--- src/rtl/p10_prm_regfile_if.sv ---
// Shared parameter-metadata types plus the request/response bus of the parameter register file.
// Latency: none (types and wiring only).
// Backpressure: req_valid/req_ready on the request side, rsp_valid/rsp_ready on the response side.
//
// p10_pkg_common : prm_entry_t metadata record, rights encoding, opcode and status codes.
// p10_prm_regfile_if ports (master = command parser, slave = register file):
//   req_valid/req_ready, req_op[1:0], req_ch, req_addr, req_data  -- one request
//   rsp_valid/rsp_ready, rsp_status[2:0], rsp_data, rsp_entry       -- one response

package p10_pkg_common;

  // bit0 = readable, bit1 = writable
  typedef enum logic [1:0] {
    PRM_NONE = 2'd0,
    PRM_RO   = 2'd1,
    PRM_WO   = 2'd2,
    PRM_RW   = 2'd3
  } prm_rights_t;

  typedef struct packed {
    logic [63:0] name;     // 8 ASCII chars, space padded
    logic [31:0] min_val;
    logic [31:0] max_val;
    logic [23:0] units;    // 3 ASCII chars, space padded
    prm_rights_t rights;
    logic        is_exec;  // action parameter: EXEC only, never stores a value
  } prm_entry_t;

  typedef enum logic [1:0] {
    OP_READ  = 2'd0,
    OP_WRITE = 2'd1,
    OP_EXEC  = 2'd2,
    OP_INFO  = 2'd3
  } prm_op_t;

  typedef enum logic [2:0] {
    ST_OK       = 3'd0,
    ST_BAD_ADDR = 3'd1,
    ST_BAD_CH   = 3'd2,
    ST_DENIED   = 3'd3,
    ST_RANGE    = 3'd4,
    ST_BAD_OP   = 3'd5
  } prm_status_t;

endpackage

interface p10_prm_regfile_if #(
  parameter int PRM_COUNT = 8,
  parameter int CH_COUNT  = 2,
  parameter int DATA_W    = 32
);
  localparam int AW = $clog2(PRM_COUNT + 1);
  localparam int CW = $clog2(CH_COUNT + 1);

  logic                      req_valid;
  logic                      req_ready;
  logic [1:0]                req_op;
  logic [CW-1:0]             req_ch;
  logic [AW-1:0]             req_addr;
  logic [DATA_W-1:0]         req_data;

  logic                      rsp_valid;
  logic                      rsp_ready;
  logic [2:0]                rsp_status;
  logic [DATA_W-1:0]         rsp_data;
  p10_pkg_common::prm_entry_t rsp_entry;

  modport master (
    output req_valid, req_op, req_ch, req_addr, req_data, rsp_ready,
    input  req_ready, rsp_valid, rsp_status, rsp_data, rsp_entry
  );

  modport slave (
    input  req_valid, req_op, req_ch, req_addr, req_data, rsp_ready,
    output req_ready, rsp_valid, rsp_status, rsp_data, rsp_entry
  );
endinterface

--- src/rtl/p10_prm_regfile.sv ---
// Multi-channel parameter register file with metadata ROM, rights/range checks and exec strobes.
// Latency: rsp_valid is high in the 3rd cycle after the accepting cycle; 1 request per 4 cycles.
// Backpressure: one request in flight; req_ready low until the response handshake completes.
//
// Ports: clk, rst_n (async active-low); bus (slave modport of p10_prm_regfile_if);
//   exec_pulse[ch*PRM_COUNT+addr] 1-cycle strobes; values flat live-value bus, same index
//   order, DATA_W bits per entry; init_done high once the post-reset min-value walk is over.

module p10_prm_regfile #(
  parameter int PRM_COUNT = 8,
  parameter int CH_COUNT  = 2,
  parameter int DATA_W    = 32
) (
  input  logic                                 clk,
  input  logic                                 rst_n,
  p10_prm_regfile_if.slave                     bus,
  output logic [CH_COUNT*PRM_COUNT-1:0]        exec_pulse,
  output logic [CH_COUNT*PRM_COUNT*DATA_W-1:0] values,
  output logic                                 init_done
);
  import p10_pkg_common::*;

  localparam int AW  = $clog2(PRM_COUNT + 1);
  localparam int CW  = $clog2(CH_COUNT + 1);
  localparam int IW  = (PRM_COUNT > 1) ? $clog2(PRM_COUNT) : 1;
  localparam int CIW = (CH_COUNT > 1) ? $clog2(CH_COUNT) : 1;
  localparam int ICW = $clog2(2 * PRM_COUNT);
  localparam logic [AW-1:0]  ADDR_LIM  = AW'(PRM_COUNT);
  localparam logic [CW-1:0]  CH_LIM    = CW'(CH_COUNT);
  localparam logic [ICW-1:0] INIT_LAST = ICW'(2 * PRM_COUNT - 1);

  typedef enum logic [2:0] {S_INIT, S_IDLE, S_FETCH, S_CHECK, S_RESP} state_t;

  function automatic prm_entry_t mk(input logic [63:0] nm, input logic [31:0] lo,
                                    input logic [31:0] hi, input logic [23:0] un,
                                    input prm_rights_t rt, input logic ex);
    prm_entry_t e;
    e.name = nm; e.min_val = lo; e.max_val = hi; e.units = un; e.rights = rt; e.is_exec = ex;
    return e;
  endfunction

  function automatic prm_entry_t rom_lookup(input logic [IW-1:0] a);
    prm_entry_t e;
    case (int'(a))
      0:       e = mk("freq    ", 32'd0,   32'd100000, "Hz ", PRM_RW, 1'b0);
      1:       e = mk("duty    ", 32'd0,   32'd50,     "pct", PRM_RW, 1'b0);
      2:       e = mk("phase   ", 32'd0,   32'd359,    "deg", PRM_RW, 1'b0);
      3:       e = mk("deadtime", 32'd10,  32'd1000,   "ns ", PRM_RW, 1'b0);
      4:       e = mk("fw_ver  ", 32'd258, 32'd258,    "ver", PRM_RO, 1'b0);
      5:       e = mk("key     ", 32'd0,   32'd65535,  "   ", PRM_WO, 1'b0);
      6:       e = mk("start   ", 32'd0,   32'd0,      "   ", PRM_RW, 1'b1);
      7:       e = mk("stop    ", 32'd0,   32'd0,      "   ", PRM_RW, 1'b1);
      default: e = '0;
    endcase
    return e;
  endfunction

  state_t                                         state_q, state_d;
  logic [ICW-1:0]                                 init_cnt_q, init_cnt_d;
  logic                                           init_done_q, init_done_d;
  logic [1:0]                                     op_q, op_d;
  logic [CW-1:0]                                  ch_q, ch_d;
  logic [AW-1:0]                                  addr_q, addr_d;
  logic [DATA_W-1:0]                              data_q, data_d;
  prm_entry_t                                     rom_q, rom_d;
  logic                                           rsp_valid_q, rsp_valid_d;
  logic [2:0]                                     rsp_status_q, rsp_status_d;
  logic [DATA_W-1:0]                              rsp_data_q, rsp_data_d;
  prm_entry_t                                     rsp_entry_q, rsp_entry_d;
  logic [CH_COUNT-1:0][PRM_COUNT-1:0]             exec_q, exec_d;
  logic [CH_COUNT-1:0][PRM_COUNT-1:0][DATA_W-1:0] values_q, values_d;

  logic [IW-1:0]  rom_addr;
  logic [IW-1:0]  addr_idx;
  logic [CIW-1:0] ch_idx;
  logic           req_rdy;
  prm_status_t    chk_status;

  assign addr_idx = addr_q[IW-1:0];
  assign ch_idx   = ch_q[CIW-1:0];
  assign req_rdy  = (state_q == S_IDLE) && init_done_q;

  // The ROM never sees an out-of-range address; such requests read entry 0 harmlessly.
  always_comb begin
    rom_addr = '0;
    if (state_q == S_INIT)
      rom_addr = init_cnt_q[ICW-1:1];
    else if (state_q == S_FETCH && addr_q < ADDR_LIM)
      rom_addr = addr_q[IW-1:0];
    rom_d = rom_lookup(rom_addr);
  end

  // Checks in priority order; evaluated in CHECK while rom_q holds the addressed entry.
  always_comb begin
    chk_status = ST_OK;
    if (addr_q >= ADDR_LIM)
      chk_status = ST_BAD_ADDR;
    else if (ch_q >= CH_LIM)
      chk_status = ST_BAD_CH;
    else begin
      case (op_q)
        OP_READ:  if (rom_q.rights == PRM_WO) chk_status = ST_DENIED;
        OP_WRITE: begin
          if (rom_q.rights == PRM_RO || rom_q.is_exec)
            chk_status = ST_DENIED;
          else if (data_q < DATA_W'(rom_q.min_val) || data_q > DATA_W'(rom_q.max_val))
            chk_status = ST_RANGE;
        end
        OP_EXEC:  if (!rom_q.is_exec) chk_status = ST_DENIED;
        default:  ;
      endcase
    end
  end

  always_comb begin
    state_d      = state_q;
    init_cnt_d   = init_cnt_q;
    init_done_d  = init_done_q;
    op_d         = op_q;
    ch_d         = ch_q;
    addr_d       = addr_q;
    data_d       = data_q;
    rsp_valid_d  = rsp_valid_q;
    rsp_status_d = rsp_status_q;
    rsp_data_d   = rsp_data_q;
    rsp_entry_d  = rsp_entry_q;
    values_d     = values_q;
    exec_d       = '0;
    case (state_q)
      S_INIT: begin
        // Even count: ROM address cycle; odd count: write that entry's min to every channel.
        init_cnt_d = init_cnt_q + 1'b1;
        if (init_cnt_q[0]) begin
          for (int c = 0; c < CH_COUNT; c++)
            values_d[c][init_cnt_q[ICW-1:1]] = DATA_W'(rom_q.min_val);
        end
        if (init_cnt_q == INIT_LAST) begin
          state_d     = S_IDLE;
          init_done_d = 1'b1;
          init_cnt_d  = '0;
        end
      end
      S_IDLE: begin
        if (bus.req_valid && req_rdy) begin
          op_d    = bus.req_op;
          ch_d    = bus.req_ch;
          addr_d  = bus.req_addr;
          data_d  = bus.req_data;
          state_d = S_FETCH;
        end
      end
      S_FETCH: state_d = S_CHECK;
      S_CHECK: begin
        rsp_valid_d  = 1'b1;
        rsp_status_d = chk_status;
        rsp_data_d   = '0;
        rsp_entry_d  = '0;
        if (chk_status == ST_OK) begin
          rsp_entry_d = rom_q;
          case (op_q)
            // Exec parameters hold no value and always read back as zero.
            OP_READ:  if (!rom_q.is_exec) rsp_data_d = values_q[ch_idx][addr_idx];
            OP_WRITE: values_d[ch_idx][addr_idx] = data_q;
            OP_EXEC:  exec_d[ch_idx][addr_idx] = 1'b1;
            default:  ;
          endcase
        end
        state_d = S_RESP;
      end
      S_RESP: begin
        if (bus.rsp_ready) begin
          rsp_valid_d  = 1'b0;
          rsp_status_d = '0;
          rsp_data_d   = '0;
          rsp_entry_d  = '0;
          state_d      = S_IDLE;
        end
      end
      default: state_d = S_INIT;
    endcase
  end

  always_ff @(posedge clk or negedge rst_n) begin
    if (!rst_n) begin
      state_q      <= S_INIT;
      init_cnt_q   <= '0;
      init_done_q  <= 1'b0;
      op_q         <= '0;
      ch_q         <= '0;
      addr_q       <= '0;
      data_q       <= '0;
      rom_q        <= '0;
      rsp_valid_q  <= 1'b0;
      rsp_status_q <= '0;
      rsp_data_q   <= '0;
      rsp_entry_q  <= '0;
      exec_q       <= '0;
      values_q     <= '0;
    end else begin
      state_q      <= state_d;
      init_cnt_q   <= init_cnt_d;
      init_done_q  <= init_done_d;
      op_q         <= op_d;
      ch_q         <= ch_d;
      addr_q       <= addr_d;
      data_q       <= data_d;
      rom_q        <= rom_d;
      rsp_valid_q  <= rsp_valid_d;
      rsp_status_q <= rsp_status_d;
      rsp_data_q   <= rsp_data_d;
      rsp_entry_q  <= rsp_entry_d;
      exec_q       <= exec_d;
      values_q     <= values_d;
    end
  end

  assign bus.req_ready  = req_rdy;
  assign bus.rsp_valid  = rsp_valid_q;
  assign bus.rsp_status = rsp_status_q;
  assign bus.rsp_data   = rsp_data_q;
  assign bus.rsp_entry  = rsp_entry_q;
  assign exec_pulse     = exec_q;
  assign values         = values_q;
  assign init_done      = init_done_q;

endmodule

--- src/flat_wrapper.sv ---
// flat-port wrapper written by rule: the top's interface ports become plain ports
module p10_prm_regfile_flat import p10_pkg_common::*;
#(
  parameter int PRM_COUNT = 8,
  parameter int CH_COUNT  = 2,
  parameter int DATA_W    = 32
)
  (clk, rst_n, exec_pulse, values, init_done, bus_req_valid, bus_req_op, bus_req_ch, bus_req_addr, bus_req_data, bus_rsp_ready, bus_req_ready, bus_rsp_valid, bus_rsp_status, bus_rsp_data, bus_rsp_entry);
  p10_prm_regfile_if #(.PRM_COUNT(PRM_COUNT), .CH_COUNT(CH_COUNT), .DATA_W(DATA_W)) bus_i ();
  input  logic clk;
  input  logic rst_n;
  output logic [CH_COUNT*PRM_COUNT-1:0] exec_pulse;
  output logic [CH_COUNT*PRM_COUNT*DATA_W-1:0] values;
  output logic init_done;
  input wire logic [$bits(bus_i.req_valid)-1:0] bus_req_valid;
  input wire logic [$bits(bus_i.req_op)-1:0] bus_req_op;
  input wire logic [$bits(bus_i.req_ch)-1:0] bus_req_ch;
  input wire logic [$bits(bus_i.req_addr)-1:0] bus_req_addr;
  input wire logic [$bits(bus_i.req_data)-1:0] bus_req_data;
  input wire logic [$bits(bus_i.rsp_ready)-1:0] bus_rsp_ready;
  output wire logic [$bits(bus_i.req_ready)-1:0] bus_req_ready;
  output wire logic [$bits(bus_i.rsp_valid)-1:0] bus_rsp_valid;
  output wire logic [$bits(bus_i.rsp_status)-1:0] bus_rsp_status;
  output wire logic [$bits(bus_i.rsp_data)-1:0] bus_rsp_data;
  output wire logic [$bits(bus_i.rsp_entry)-1:0] bus_rsp_entry;
  assign bus_i.req_valid = bus_req_valid;
  assign bus_i.req_op = bus_req_op;
  assign bus_i.req_ch = bus_req_ch;
  assign bus_i.req_addr = bus_req_addr;
  assign bus_i.req_data = bus_req_data;
  assign bus_i.rsp_ready = bus_rsp_ready;
  assign bus_req_ready = bus_i.req_ready;
  assign bus_rsp_valid = bus_i.rsp_valid;
  assign bus_rsp_status = bus_i.rsp_status;
  assign bus_rsp_data = bus_i.rsp_data;
  assign bus_rsp_entry = bus_i.rsp_entry;
  p10_prm_regfile #(.PRM_COUNT(PRM_COUNT), .CH_COUNT(CH_COUNT), .DATA_W(DATA_W)) u_core (.clk(clk), .rst_n(rst_n), .bus(bus_i), .exec_pulse(exec_pulse), .values(values), .init_done(init_done));
endmodule
--- config.mk ---
export PLATFORM = sky130hd
export DESIGN_NAME = p10_prm_regfile_flat
export DESIGN_NICKNAME = d
export VERILOG_FILES = /design/src/rtl/p10_prm_regfile_if.sv /design/src/rtl/p10_prm_regfile.sv /design/src/flat_wrapper.sv
export SDC_FILE = /design/constraint.sdc
export NUM_CORES = 1
export LEC_CHECK = 0
export BUFFER_PORTS_ARGS = -buffer_cell sky130_fd_sc_hd__buf_4
export CORE_UTILIZATION = 34
export CTS_CLUSTER_SIZE = 30
export DETAILED_ROUTE_END_ITERATION = 6
export PLACE_DENSITY = 0.63
export SLEW_MARGIN = 10
export SYNTH_ARGS = -nofsm -noshare
export SYNTH_HDL_FRONTEND = slang
export SYNTH_SLANG_ARGS = --single-unit
export TNS_END_PERCENT = 1
--- constraint.sdc ---
create_clock -name clk -period 9.4 [get_ports clk]
set_clock_uncertainty 0.15 [all_clocks]
set_input_delay 2.35 -clock clk [delete_from_list [all_inputs] [get_ports clk]]
set_output_delay 2.35 -clock clk [all_outputs]
set_load 0.02 [all_outputs]
* After elaboration in Yosys (flattened, before gate mapping) *
Memory sizes are Yosys's and may differ from the RTL's. A register that Yosys moved wholly into a read port is not among the register bits.
Index checks and enable logic that the tools add are counted.

storage, ports and cells
  flip-flop bits (word level) = 919
  ROM bits = 624
  output and inout port bits = 721
  memories = 1

memories
  name             words  bits a word  read ports  clocked after Yosys merged registers in  write ports  line                   source
  (no name shown)  8      78           1           1                                        0            p10_prm_regfile.sv:44  case (int'(a))

cells by class
  $add $sub $neg = 1
  magnitude comparators = 11
  equal/unequal tests = 15
  multiplexer cells = 50
  reductions and logical operators = 19

operator list
  cell                  count
  $mux W512             3
  $pmux W512 S2         1
  $mux W256             3
  $bwmux W256           2
  $bwmux W512           1
  $mux W155             2
  $pmux W155 S2         1
  $demux W256 S1        1
  $mux W32              7
  $demux W32 S3         2
  $bmux W32 S3          1
  $pmux W32 S2          1
  $mux W16              3
  $gt A32 B32 Y1        1
  $lt A32 B32 Y1        1
  $mux W3               10
  $pmux W3 S5           1
  $pmux W3 S3           1
  $demux W8 S1          1
  $lt A3 B4 Y1 const B  2
  $mux W8               1
  $ne A2 B2 Y1 const B  4
  $eq A3 B2 Y1 const B  2
  $ge A3 B1 Y1 const B  2
  other kinds (27)      42

* Logic depth before layout (Yosys ltp) *
  depth in word-level cells = 10
  mapped depth = 12
  gate-level depth less buffers = 9

* Least setup slack after synthesis *
No wires, ideal clock.

  kind = input-to-reg
  from = input port bus_rsp_ready
  to = register u_core.rsp_entry_q (netlist bit u_core.bus.rsp_entry[16])
  library setup time = 0.067 ns
  arrival = 3.265 ns
  data required time = 9.183 ns
  path slack = 5.918 ns
  stages = 4
  cell sequence = a31oi_1 -> clkbuf_1 -> clkbuf_1 -> a22o_1

between the ends
  cells in the longest elaborated chain, start to end = 2

ends and longest elaborated chain
  what                         line                    source
  start: declaration           flat_wrapper.sv:20      input wire logic [$bits(bus_i.rsp_ready)-1:0] bus_rsp_ready;
  $ne A2 B2 Y1 (no line)       --
  $reduce_and A2 Y1 (no line)  --
  end signal: assignment       p10_prm_regfile.sv:211  rsp_entry_q <= rsp_entry_d;
  end: declaration             p10_prm_regfile.sv:69   prm_entry_t rsp_entry_q, rsp_entry_d;

Every way passes these cells.
A chain may end at the register's enable or synchronous reset.

* Worst setup path in the final report *
  from = register u_core.addr_q[0]
  to = register u_core.values_q (netlist bit u_core.values[102])

between the ends
  cells in the longest elaborated chain, start to end = 10
  elaborated cells on any way between the ends = 16
  classes of those cells = order compare: 3; eq/ne: 1; mux: 9; reduce/logical: 3

ends and longest elaborated chain
  what                                                                       line                    source
  start: declaration                                                         p10_prm_regfile.sv:63   logic [AW-1:0] addr_q, addr_d;
  start signal: assignment                                                   p10_prm_regfile.sv:205  addr_q <= addr_d;
  $lt A3 B4 Y1 (not written as such) / $ge A3 B1 Y1 (equally long branches)  p10_prm_regfile.sv:163  OP_WRITE: values_d[ch_idx][addr_idx] = data_q;
  $logic_and A1 B1 Y1 (not written as such)                                  p10_prm_regfile.sv:163
  $mux W32 (not written as such)                                             p10_prm_regfile.sv:163
  $demux W32 S3                                                              --
  $mux W256 (not written as such)                                            p10_prm_regfile.sv:163
  $demux W256 S1                                                             --
  $bwmux W512                                                                p10_prm_regfile.sv:163
  $mux W512                                                                  p10_prm_regfile.sv:160  case (op_q)
  $mux W512                                                                  p10_prm_regfile.sv:158  if (chk_status == ST_OK) begin
  $pmux W512 S2                                                              p10_prm_regfile.sv:129  case (state_q)
  end signal: assignment                                                     p10_prm_regfile.sv:213  values_q <= values_d;
  end: declaration                                                           p10_prm_regfile.sv:71   logic [CH_COUNT-1:0][PRM_COUNT-1:0][DATA_W-1:0] values_q, values_d;

Parallel ways exist; a longest one is shown, timed or not. The select of a mux whose other input is x is not followed.

==> out/results.txt <==
Ys async rst share - 100%
Placed Instances - 4,043
Hold Path Depth - 1
Power Internal - 6510 µW
Normalized max-slew margin - 21.6%
Total GRT Usage - 28.2%
Die area - 0.0903 mm²
Initial antenna violation count - 10
Design area - 0.0392 mm²
CP delay by family, top - simple AND/OR/NAND/NOR gates
Number of H-tree levels - 3
RSZ-0062 raised after global routing - no
Critical path buffers and inverters - 1
Routed WL - 129 mm
Hold buffers post-CTS - 0
FILL cells - 8,189
DPL Wire Length - 89.7 mm
Final Hold Fails - 0
Arrival time worst endpoint - 5.19 ns
Num ports - 765
Slew Viols, Final - 0
Distinct cells, synth - 53
CTS tree - yes
# port buffers - 699
Clock-pin slew on the worst setup and hold paths - 0.06 ns
Status - completed
FF+latch count, synth - 708
Vias in the first global route - 23,482
ANT nets after route - 0
Crit Path Max Fanout - 45
Clock buffer depth - 3
WL/cell - 30.7 µm
DR top layer - met5
Die X - 301 µm
Dpl cell area - 0.0364 mm²
Switching Share - 37.6%
DRT Pass-1 Iters - 5
CP peak stage delay - 1.04 ns
Clock power frac - 31.7%
Final setup fails - 0
Hold crit path type - flop to flop
Worst Hold Path EP - u_core.bus.rsp_entry[147]
M1 wire length - 52.8 mm
Final worst setup slack - 4.57 ns
Multi-input gate area - 0.0114 mm²
CP Cell Sequence - buf_4 > nand2_1 > o31ai_1 > nand2_1 > o2bb2ai_1
Core ar. - 0.0884 mm²
Worst VDD drop - 0.000168 V
Avg Vias per Cell - 5.54
Fin nets - 3,033
Tmin final - 4.83 ns
Die Ht - 301 µm
CTS root buf - clkbuf_16
HP Start - u_core.rom_q[147]
R2r endpoint - u_core.values[102]
Power per Cell Area - 266 mW/mm²
Tot Pwr - 10,400 µW
R2R depth - 5
Crit-path most repeated cell - nand2_1
Std cell rows - 109
GRT overflow - 0
Setup TNS - 0 ns
Starting density of the core - 34.3%
Netlist Area Pre-Place - 0.0303 mm²
Critical Path Source Type - flop
Clock Sinks - 708
Total CTS buffers - 80
Layout Area Growth over Synthesis - 29.4%
Final GP Congestion - 0.867
Psw - 3920 µW
Final std cells w/o fill - 4,189
Pleak - 0.0189 µW
Slowest CP cell - o31ai_1
Clk Latency, worst-skew pair - 0.64 ns
Worst-Margin Slew - 1.18 ns
CP endpoint kind - flop
Synth warn - 0
Vias - 23,200
Met3 WL - 11.2 mm
Register area - 0.0177 mm²
Max Cap Viol - 0
First-pass GRT wire length - 181 mm
Tcrit/Tclk final - 51.4%
Number of synthesized flops with an enable pin - 0
Layout cells sized above 1 - 35.2%
Register area share after synthesis - 58.4%
Cell count after synthesis - 2,353
Number of DRC markers in iteration 0 - 1,922
Synth Area per Inst - 12.9 µm²
Largest net degree at the start of global routing - 138
FF-to-FF Start - u_core.addr_q[0]
Worst setup path category - flop to flop
Postcts setup bufs - 0
F_max - 207 MHz
Post-CTS sizing - 0
Flop-to-flop setup slack - 4.57 ns
WP data required - 9.75 ns
Dpl ws - 4.47 ns
Prevailing post-synth register cell - dfrtp_1
Proportion of power drawn by flip-flops and latches - 37.2%
Comb pwr share - 31.1%
DRC viols - 0
Routed wl met2 - 61.1 mm
-- Yosys cell counts, types with 25 or more instances --
master     number  share of area, %
dfrtp_1       708                58
and2_1        248               5.1
o2bb2ai_1     210               6.1
clkbuf_1      137               1.7
a22o_1        114               3.3
buf_4         108               2.7
mux4_2        103               7.7
nand2_1        98               1.2
mux2i_1        78               2.6
o21ai_0        75               1.2
o22ai_1        72               1.5
inv_1          45              0.56
nor2_1         44              0.54
mux2_2         43               1.6
nand3_1        36              0.59
ha_1           29               1.2
buf_1          28              0.35
a21oi_1        25              0.41
-- layer usage --
layer  up-vias  track usage (%)
li1       9646                -
met5         -                0
met2      1245             45.2
met3       194             7.41
met4         6             8.64
met1     12109             37.3
-- worst register-to-register path, cell delays in order, from the launching register on --
cell and delay, ns:
dfrtp_4 0.70, buf_4 0.77, nand2_1 0.92, o31ai_1 1.05, nand2_1 0.74, o2bb2ai_1 0.37
-- state kept, by name, summed over array words and instances, names as in the netlist, 3 cells and up --
name                   count
u_core.values            512
u_core.data_q             32
u_core.addr_q              4
u_core.bus.rsp_status      3
u_core.rom_q              48
u_core.exec_pulse         16
u_core.state_q             3
u_core.bus.rsp_entry      48
u_core.init_cnt_q          4
u_core.bus.rsp_data       32
-- final cells by class --
type,instances,share of cell area [%]
Antenna cell,2,0.0128
Tap cell,1165,3.72
Clock buffer,106,5.66
Timing Repair Buffer,747,14.5
Multi-Input combinational cell,1378,29.1
Clock inverter,38,1.42
Inverter,45,0.431
Sequential cell,708,45.2
-- kinds of logic (layout without fill, tap and decap cells) --
logic type,after synthesis,in the layout,synth area share (%)
compound gates,552,552,13.8
buf+inv,331,936,5.49
fa+ha+maj,29,29,1.20
flops,708,708,58.4
xor+xnor,1,1,0.0289
mux,224,224,11.8
other cells,2,68,0.0248
simple gates,506,506,9.15
-- how the worst max path moves through the flow --
| stage | start | endpoint | slack, ns | cells past startpoint |
|---|---|---|---|---|
| floorplan | bus_rsp_ready | u_core.bus.rsp_entry[16] | 5.92 | 4 |
| global placement | u_core.addr_q[0] | u_core.values[98] | 4.52 | 5 |
| detailed placement | u_core.addr_q[0] | u_core.values[102] | 4.47 | 5 |
| CTS | u_core.addr_q[0] | u_core.values[102] | 4.40 | 5 |
| global route | u_core.addr_q[0] | u_core.values[102] | 4.32 | 5 |
| finish | u_core.addr_q[0] | u_core.values[102] | 4.57 | 5 |
-- per-stage QoR --
stage               util (%)  hold slack (ns)
detailed placement      41.2            0.297
global placement        41.2            0.295
finish                  44.4            0.299
global route            44.4            0.322
floorplan                  -            0.293
CTS                     44.4            0.305
-- cells in the final DEF, fill, tap and decap left out, drive strengths merged, types with 10 or more instances in the layout --
master / netlist / routed
buf: 149 / 747
dfrtp: 708 / 708
and2: 248 / 248
o2bb2ai: 210 / 210
a22o: 114 / 114
clkbuf: 137 / 106
mux4: 103 / 103
nand2: 98 / 98
o21ai: 91 / 91
mux2i: 78 / 78
o22ai: 72 / 72
conb: 2 / 66
inv: 45 / 50
nor2: 44 / 44
mux2: 43 / 43
nand3: 36 / 36
ha: 29 / 29
a21oi: 25 / 25
clkinv: 0 / 18
nor3: 15 / 15
or3: 14 / 14
nand2b: 12 / 12
bufinv: 0 / 10
-- power by group through the flow --
stage                     Sequential [µW]  Clock (µW)  Combinational [µW]
after floorplan                      3940           0                1760
after global placement               3920           0                3230
after detailed placement             3920           0                3260
after CTS                            3870        3360                3260
after global routing                 3920        3480                3450
final                                3880        3310                3240
Note: power is estimated with default switching activity, not from simulation.
